## src/rtl/fir_bank_controller.sv

```systemverilog
// Sequencer that loads 78 triangular-packed coefficients into a filter bank,
// streams 4096 samples, then waits for the bank's order decision or times out.
module fir_bank_controller (
    input  logic               iClock,
    input  logic               iReset,
    input  logic               iEnable,
    input  logic               iStart,
    output logic [6:0]         oCoeffAddr,
    input  logic [11:0]        iCoeffData,
    output logic [11:0]        oSampleAddr,
    input  logic signed [15:0] iSampleData,
    output logic               oBankReset,
    output logic               oLoad,
    output logic [3:0]         oM,
    output logic [11:0]        oCoeff,
    output logic               oValid,
    output logic signed [15:0] oSample,
    input  logic               iBankDone,
    input  logic [3:0]         iBestPredictor,
    output logic               oBusy,
    output logic               oDone,
    output logic               oTimeout,
    output logic [3:0]         oBestOrder
);

    typedef enum logic [2:0] {IDLE, CLEAR, LOAD, STREAM, WAIT, SETTLE} state_t;

    localparam logic [11:0] LAST_COEFF  = 12'd77;
    localparam logic [11:0] LAST_SAMPLE = 12'd4095;

    state_t      state, state_next;
    logic [11:0] addr_cnt;
    logic [3:0]  cur_m, cur_k, pend_m;
    logic        coeff_rd, sample_rd;
    logic        done_seen;
    logic [7:0]  tmo_cnt;
    logic [1:0]  settle_cnt;

    logic        clear_go, coeff_issue, sample_issue;
    logic        wait_step, tmo_hit, settle_step, settle_done;

    always_ff @(posedge iClock) begin
        if (iReset) state <= IDLE;
        else        state <= state_next;
    end

    always_comb begin
        state_next = state;
        if (iEnable) begin
            case (state)
                IDLE:    if (iStart) state_next = CLEAR;
                CLEAR:   state_next = LOAD;
                LOAD:    if (addr_cnt == LAST_COEFF) state_next = STREAM;
                STREAM:  if (addr_cnt == LAST_SAMPLE) state_next = WAIT;
                WAIT: begin
                    if (done_seen || iBankDone) state_next = SETTLE;
                    else if (tmo_cnt == 8'hFF)  state_next = IDLE;
                end
                SETTLE:  if (settle_cnt == 2'd3) state_next = IDLE;
                default: state_next = IDLE;
            endcase
        end
    end

    always_comb begin
        clear_go     = iEnable && (state == CLEAR);
        coeff_issue  = iEnable && (state == LOAD);
        sample_issue = iEnable && (state == STREAM);
        wait_step    = iEnable && (state == WAIT) && !(done_seen || iBankDone);
        tmo_hit      = wait_step && (tmo_cnt == 8'hFF);
        settle_step  = iEnable && (state == SETTLE);
        settle_done  = settle_step && (settle_cnt == 2'd3);
        oBusy        = (state != IDLE);
    end

    // Reads are registered one cycle ahead of their strobe, so a strobe always
    // follows its issue even when iEnable drops in between.
    always_ff @(posedge iClock) begin
        if (iReset) begin
            addr_cnt    <= '0;
            cur_m       <= '0;
            cur_k       <= '0;
            pend_m      <= '0;
            coeff_rd    <= 1'b0;
            sample_rd   <= 1'b0;
            done_seen   <= 1'b0;
            tmo_cnt     <= '0;
            settle_cnt  <= '0;
            oCoeffAddr  <= '0;
            oSampleAddr <= '0;
            oBankReset  <= 1'b0;
            oLoad       <= 1'b0;
            oM          <= '0;
            oCoeff      <= '0;
            oValid      <= 1'b0;
            oSample     <= '0;
            oDone       <= 1'b0;
            oTimeout    <= 1'b0;
            oBestOrder  <= '0;
        end else begin
            oBankReset <= clear_go;
            coeff_rd   <= coeff_issue;
            sample_rd  <= sample_issue;
            oLoad      <= coeff_rd;
            oValid     <= sample_rd;
            oDone      <= 1'b0;
            oTimeout   <= 1'b0;

            if (coeff_rd) begin
                oCoeff <= iCoeffData;
                oM     <= pend_m;
            end
            if (sample_rd) oSample <= iSampleData;

            if (clear_go) begin
                addr_cnt   <= '0;
                cur_m      <= 4'd1;
                cur_k      <= '0;
                done_seen  <= 1'b0;
                tmo_cnt    <= '0;
                settle_cnt <= '0;
            end

            // Order M spans M consecutive addresses; track position within it.
            if (coeff_issue) begin
                oCoeffAddr <= addr_cnt[6:0];
                pend_m     <= cur_m;
                if (cur_k == cur_m - 4'd1) begin
                    cur_m <= cur_m + 4'd1;
                    cur_k <= '0;
                end else begin
                    cur_k <= cur_k + 4'd1;
                end
                addr_cnt <= (addr_cnt == LAST_COEFF) ? '0 : addr_cnt + 12'd1;
            end

            if (sample_issue) begin
                oSampleAddr <= addr_cnt;
                if (addr_cnt != LAST_SAMPLE) addr_cnt <= addr_cnt + 12'd1;
            end

            if (((state == STREAM) || (state == WAIT)) && iBankDone) done_seen <= 1'b1;

            if (wait_step) tmo_cnt <= tmo_cnt + 8'd1;
            if (settle_step) settle_cnt <= settle_cnt + 2'd1;

            if (tmo_hit) begin
                oBestOrder <= '0;
                oTimeout   <= 1'b1;
                oDone      <= 1'b1;
            end

            if (settle_done) begin
                oDone <= 1'b1;
                if ((iBestPredictor >= 4'd1) && (iBestPredictor <= 4'd12)) begin
                    oBestOrder <= iBestPredictor;
                end else begin
                    oBestOrder <= '0;
                    oTimeout   <= 1'b1;
                end
            end
        end
    end

endmodule

```

## config.mk

```make
export PLATFORM = sky130hd
export DESIGN_NAME = fir_bank_controller
export DESIGN_NICKNAME = d
export VERILOG_FILES = /design/src/rtl/fir_bank_controller.sv
export SDC_FILE = /design/constraint.sdc
export NUM_CORES = 1
export LEC_CHECK = 0
export ABC_AREA = 1
export CAP_MARGIN = 25
export CORE_ASPECT_RATIO = 1.4
export CORE_UTILIZATION = 30
export CTS_BUF_LIST = sky130_fd_sc_hd__clkbuf_8
export CTS_CLUSTER_DIAMETER = 150
export DETAILED_ROUTE_END_ITERATION = 10
export GPL_TIMING_DRIVEN = 0
export PLACE_DENSITY_LB_ADDON = 0.15
export SLEW_MARGIN = 5
export SYNTH_ARGS = -nofsm -noshare
export SYNTH_HDL_FRONTEND = slang
export SYNTH_SLANG_ARGS = --single-unit
```

## constraint.sdc

```tcl
create_clock -name iClock -period 2.5 [get_ports iClock]
set_clock_uncertainty 0.2 [all_clocks]
set_input_delay 0.5 -clock iClock [delete_from_list [all_inputs] [get_ports iClock]]
set_output_delay 0.5 -clock iClock [all_outputs]
set_load 0.05 [all_outputs]
```

==> qor.csv, run 1 <==
metric,value,unit
layout cell share with drive strength beyond 1,0.05981,
CP startpoint,oCoeffAddr[5],
chip width,103.9,um
Setup TNS,0,ps
leading area contributor after synthesis,dfxtp_1,
GRT overflow,0,
synth warn,0,
Max VDD drop,304.1,uV
Comb pwr share,0.233,
hold_ws,268.6,ps
reg2reg start,cur_m[0],
Post-Route WL,12080,um
Fin. Hold Viols,0,
Switch Pwr,1.202,mW
Post-Synthesis Cell Area,4362,um^2
PD cells,614.4,nW/um^2
CP max stage delay,820,ps
first-pass GRT wire length,19900,um
status,finished clean,
drt wl/cell,13.37,um
critical path's top delay family,buffers and inverters,
"Hold-fix buffers, CTS",0,
cells after synthesis,607,
fill cell count,1521,
top-area cell type share of the netlist area,0.4590,
Buffers on Ports,96,
r2r setup slk,520,ps
# IOs,98,
Slew headroom,0.5349,
Inserted Clock Buffers,9,
H-tree levels,3,
minimum clock period after layout,2279,ps
HP Start,tmo_cnt[3],
fin nets,758,
Sequential Power Share,0.499,
placed instance area,5554,um^2
Total Die Area,15030,um^2
arrival time at the worst endpoint,1580,ps
"Seq/Total Area, Yosys",0.4590,
DP HPWL,9071,um
syn nets,651,
ant diodes,0,
Hold Crit Class,reg -> reg,
post-route ant nets,0,
Rows,51,
DR pass1 iterations,4,
CP endpoint kind,output pin,
P_leak,2.391,nW
Worst Path Required,1800,ps
Total GRT Usage,0.1654,
r2r endpoint,cur_m[3],
via count,4224,
Root Buffer,clkbuf_8,
Clk pwr share,0.269,
"Clk Latency, worst-skew pair",370,ps
final-report setup violation count,0,
Util after Layout,0.4075,
initial antenna violation count,0,
Initial Util,0.3107,
Syn Area/Cell,7.186,um^2
clock tree buffer depth,2,
# DRC,0,
vias per cell,4.673,
CTS sink cnt,100,
synth-to-layout area growth,31.15,%
DRT iter0 DRCs,184,
Clock Pin Slew Worst Setup and Hold Paths,110,ps
Final Cycle Share,0.9115,
max-cap check violation count,0,
Peak Freq,438.9,MHz
worst path bufs/invs,1,
WS Path Type,reg -> out,
CTS tree,yes,
number of global-route vias before repair,4134,
Chip Height,144.7,um
#FFs+latches synth,100,
core area,14040,um^2
final instance area,5720,um^2
switching share of total power,0.3420,
Hold Path End,tmo_cnt[3],
Critical Path Fanout Max,2,
startpoint types,flip-flop,
worst hold path depth,2,
RSZ-0062 raised after global routing,false,
gpl congestion,0.8271,
pin count of the biggest net entering global routing,17,
slew at the pin with the worst max-slew slack,697.6,ps
Slew Limit Fails,0,
R2R depth,9,
CP Cell Sequence,clkdlybuf4s50_1,
unique cell type count in the Yosys netlist,30,
Synth area leaders,"dfxtp_1 46%, nor2_1 9.6%, nand2_1 9.5%",
internal power,2.313,mW
slowest CP cell,clkdlybuf4s50_1,
==> routing by layer <==
metal | wire length (um) | global-route usage | part of all wire | vias up
met5 | 0 | 0 | 0 | -
met4 | 202 | 0.06466 | 0.017 | 0
met3 | 648 | 0.04075 | 0.054 | 19
met2 | 6015 | 0.2996 | 0.50 | 99
met1 | 5216 | 0.1871 | 0.43 | 1942
li1 | - | - | - | 2164
==> registers in the layout (all words and copies together), names as in the netlist, 2 cells and up <==
register / cells
addr_cnt: 12
oSampleAddr: 12
oM: 4
cur_k: 4
oBestOrder: 4
oSample: 16
settle_cnt: 2
oCoeffAddr: 7
state: 3
cur_m: 4
tmo_cnt: 8
pend_m: 4
oCoeff: 12
==> final cells by class <==
class,instances,area (um^2),area share
Tap cell,185,231.5,0.04046
Clock buffer,9,123.9,0.02165
Buffer,21,93.84,0.01640
Sequential cell,100,2002,0.3500
Clock inverter,7,43.79,0.007655
Inverter,57,214.0,0.03740
Multi-Input combinational cell,429,2052,0.3587
Timing Repair Buffer,96,959.7,0.1678
==> synth_stat cells <==
| library cell | count |
|---|---|
| clkinv_1 | 2 |
| nand2_1 | 110 |
| o21ai_0 | 66 |
| o211ai_1 | 1 |
| nand3_4 | 1 |
| a21oi_2 | 1 |
| nor2_1 | 112 |
| or2_2 | 1 |
| dfxtp_1 | 100 |
| o22ai_1 | 1 |
| buf_4 | 2 |
| ha_1 | 7 |
| a21oi_1 | 45 |
| nand3_1 | 40 |
| clkbuf_1 | 13 |
| xor2_1 | 8 |
| inv_2 | 2 |
| inv_1 | 53 |
| nand2_2 | 2 |
| nor2_4 | 4 |
| xnor2_1 | 1 |
| nand2_4 | 2 |
| nor2_2 | 7 |
| nand4_1 | 12 |
| nor3_1 | 1 |
| nand3b_1 | 3 |
| or2_0 | 1 |
| a22oi_1 | 1 |
| buf_2 | 6 |
| o21ai_1 | 2 |
==> power groups by stage <==
stage / clock network, mW / logic, mW / registers, mW
2_1_floorplan: 0 / 0.373 / 1.95
3_3_place_gp: 0 / 0.824 / 1.79
3_5_place_dp: 0 / 0.829 / 1.79
4_1_cts: 0.981 / 0.826 / 1.75
5_1_grt: 1.03 / 0.900 / 1.77
6_report: 0.944 / 0.818 / 1.75
==> stage by stage <==
step | power, mW | setup slack [ps] | instances
after floorplan | 2.324 | 758.6 | 607
after global routing | 3.702 | 161.8 | 904
final | 3.515 | 221.3 | 904
after CTS | 3.561 | 210.7 | 904
after detailed placement | 2.617 | 79.10 | 888
after global placement | 2.610 | 63.30 | 888
==> timing repair <==
item | 4_1_cts | 5_1_grt
gates resized for setup | 1 | 0
setup endpoints to repair | 1 | 0
hold endpoints to repair | 0 | 0
buffers inserted | 0 | 0
==> layout by cell type, fill, tap and decap left out, drive strengths merged <==
cell type / instances
a21oi: 46
a22oi: 1
buf: 8
clkbuf: 22
clkdlybuf4s50: 95
clkinv: 7
dfxtp: 100
dlygate4sd2: 1
ha: 7
inv: 57
nand2: 114
nand3: 41
nand3b: 3
nand4: 12
nor2: 123
nor3: 1
o211ai: 1
o21ai: 68
o22ai: 1
or2: 2
xnor2: 1
xor2: 8
==> logic make-up (layout without fill, tap and decap cells) <==
logic type / count (synthesis) / count (layout) / synth area share
XOR/XNOR: 9 / 9 / 0.01807
buffers and inverters: 78 / 190 / 0.07057
adder cells (fa/ha/maj): 7 / 7 / 0.02008
AO/OA/AOI/OAI: 117 / 117 / 0.1366
AND/OR/NAND/NOR: 296 / 296 / 0.2958
flip-flops: 100 / 100 / 0.4590
==> worst max path at each step <==
| stage | endpoint | slack, ps | cells past startpoint |
|---|---|---|---|
| floorplan | cur_m[3] | 760 | 9 |
| global placement | cur_m[3] | 60 | 7 |
| detailed placement | cur_m[3] | 80 | 7 |
| CTS | oCoeffAddr[5] | 210 | 1 |
| global route | oCoeffAddr[5] | 160 | 1 |
| finish | oCoeffAddr[5] | 220 | 1 |
(Power assumes the default switching activity.)
==> run 2: changes to the inputs <==
- CORE_UTILIZATION: 30 -> 52
==> qor.csv, run 2 (synthesized netlist as in run 1, its figures left out) <==
metric,value,unit,change
status,finished clean,,
ant diodes,0,,unchanged
H-tree levels,3,,unchanged
Slew headroom,0.5685,,+0.03353
top layer in use,met4,,
Initial Util,0.5352,,+0.2245
worst path bufs/invs,1,,unchanged
footprint of the multi-input gates,2052,um^2,unchanged
DP HPWL,7980,um,-12%
most frequent cells in the layout,"112 x nor2_1, 110 x nand2_1, 100 x dfxtp_1",,
met2 wire length,5228,um,-13%
register area,2002,um^2,unchanged
Setup TNS,0,ps,unchanged
fin nets,758,,unchanged
gpl congestion,0.9286,,+12%
Final Cycle Share,0.9065,,-0.004928
hold_ws,274.8,ps,+6.123 ps
Critical Path Fanout Max,2,,unchanged
Biggest register,oSample,,
"commonest non-fill, non-tap cell in the layout",nor2_1,,
Chip Height,110.4,um,-24%
Post-CTS Setup Inserts,0,,unchanged
arrival time at the worst endpoint,1570,ps,about the same
minimum clock period after layout,2266,ps,-12.32 ps
critical path's top delay family,buffers and inverters,,
PD cells,645.8,nW/um^2,+5.1%
DR pass1 iterations,5,,+1
chip width,79.41,um,-24%
max-cap check violation count,0,,unchanged
Peak Freq,441.2,MHz,+0.54%
vias per cell,5.218,,+12%
P_leak,2.401,nW,+0.40%
Hold Crit Class,reg -> reg,,
# DRC,0,,unchanged
CP Cell Sequence,clkdlybuf4s50_1,,
synth-to-layout area growth,29.78,%,
CTS sink cnt,100,,unchanged
core area,8149,um^2,-42%
Fin. Hold Viols,0,,unchanged
CP max stage delay,830,ps,about the same
number of global-route vias before repair,3971,,-3.9%
RSZ-0062 raised after global routing,false,,
pin count of the biggest net entering global routing,17,,unchanged
initial antenna violation count,0,,unchanged
fin cells,821,,-9.2%
CTS tree,yes,,
# IOs,98,,unchanged
final-report setup violation count,0,,unchanged
Root Buffer,clkbuf_8,,
"Clk Latency, worst-skew pair",380,ps,about the same
WS Path Type,reg -> out,,
Metal-1 WL,4593,um,-12%
first-pass GRT wire length,18040,um,-9.4%
Clock Pin Slew Worst Setup and Hold Paths,100,ps,about the same
Total Die Area,8764,um^2,-42%
GRT overflow,0,,unchanged
WL met3,839,um,+29%
slew at the pin with the worst max-slew slack,647.3,ps,-50.30 ps
startpoint types,flip-flop,,
drt wl/cell,13.33,um,-0.26%
layout cell share with drive strength beyond 1,0.06120,,+0.001391
Total GRT Usage,0.2664,,+0.1010
slowest CP cell,clkdlybuf4s50_1,,
via count,4284,,+1.4%
clock tree buffer depth,2,,unchanged
Slew Limit Fails,0,,unchanged
CP endpoint kind,output pin,,
fill cell count,649,,-57%
max reg flops,16,,unchanged
"Hold-fix buffers, CTS",0,,unchanged
final worst slack,233.7,ps,+12.32 ps
post-route ant nets,0,,unchanged
pre-CTS setup slack,105.4,ps,+26.32 ps
Worst Path Required,1800,ps,about the same
DP Cell Count,805,,-9.3%
Buffers on Ports,96,,unchanged
Post-Route WL,10940,um,-9.4%
Rows,39,,-24%
DRT iter0 DRCs,289,,+57%
Max VDD drop,435.0,uV,+43%
Inserted Clock Buffers,9,,unchanged
-- run 2: cell count changes in the layout (fill, tap and decap cells not counted) --
cell / delta
inv_8: -1
bufinv_16: +1
clkbuf_8: +2
inv_1: -1
clkinvlp_4: +1
clkinv_4: +1
clkinv_2: -3
-- run 2: routing by layer --
metal / global-route usage / vias to the layer above
li1: - / 2170
met3: 0.09547 / 27
met1: 0.3037 / 1959
met4: 0.1182 / 0
met5: 0 / -
met2: 0.4464 / 128
-- run 2: area by class of cell --
cell class	count	share of cell area
clock buffers	11	0.02675
multi-input cells	429	0.3625
inverters	57	0.03780
clock inverters	5	0.01061
well taps	102	0.02255
plain buffers	21	0.01658
repair buffers	96	0.1695
flip-flops and latches	100	0.3537
-- run 2: path summary, 6_finish.rpt --
path | from | endpoint | slack, ps | depth (start not counted)
worst max-delay path | oCoeffAddr[2] | oCoeffAddr[2] | 230 | 1
worst min-delay path | tmo_cnt[3] | tmo_cnt[3] | 270 | 2
worst max register to register | cur_m[0] | cur_m[3] | 490 | 9
worst min register to register | tmo_cnt[3] | tmo_cnt[3] | 270 | 2
-- run 2: stage by stage --
step	instance area [um^2]	util	power, mW
2_1_floorplan	4362	-	2.324
4_1_cts	5660	0.6946	3.669
3_5_place_dp	5450	0.6688	2.602
3_3_place_gp	5450	0.6688	2.591
5_1_grt	5660	0.6946	3.814
6_report	5660	0.6946	3.655
-- run 2: what timing repair did --
action                                 CTS  global route
resized for setup                        1             0
setup endpoints to repair                1             0
endpoints found under the hold margin    0             0
-- run 2: report_power, final --
| group | switching, mW | internal (mW) | total, mW |
|---|---|---|---|
| Clock | 0.573 | 0.519 | 1.09 |
| Sequential | 0.0718 | 1.68 | 1.75 |
| Combinational | 0.540 | 0.272 | 0.812 |
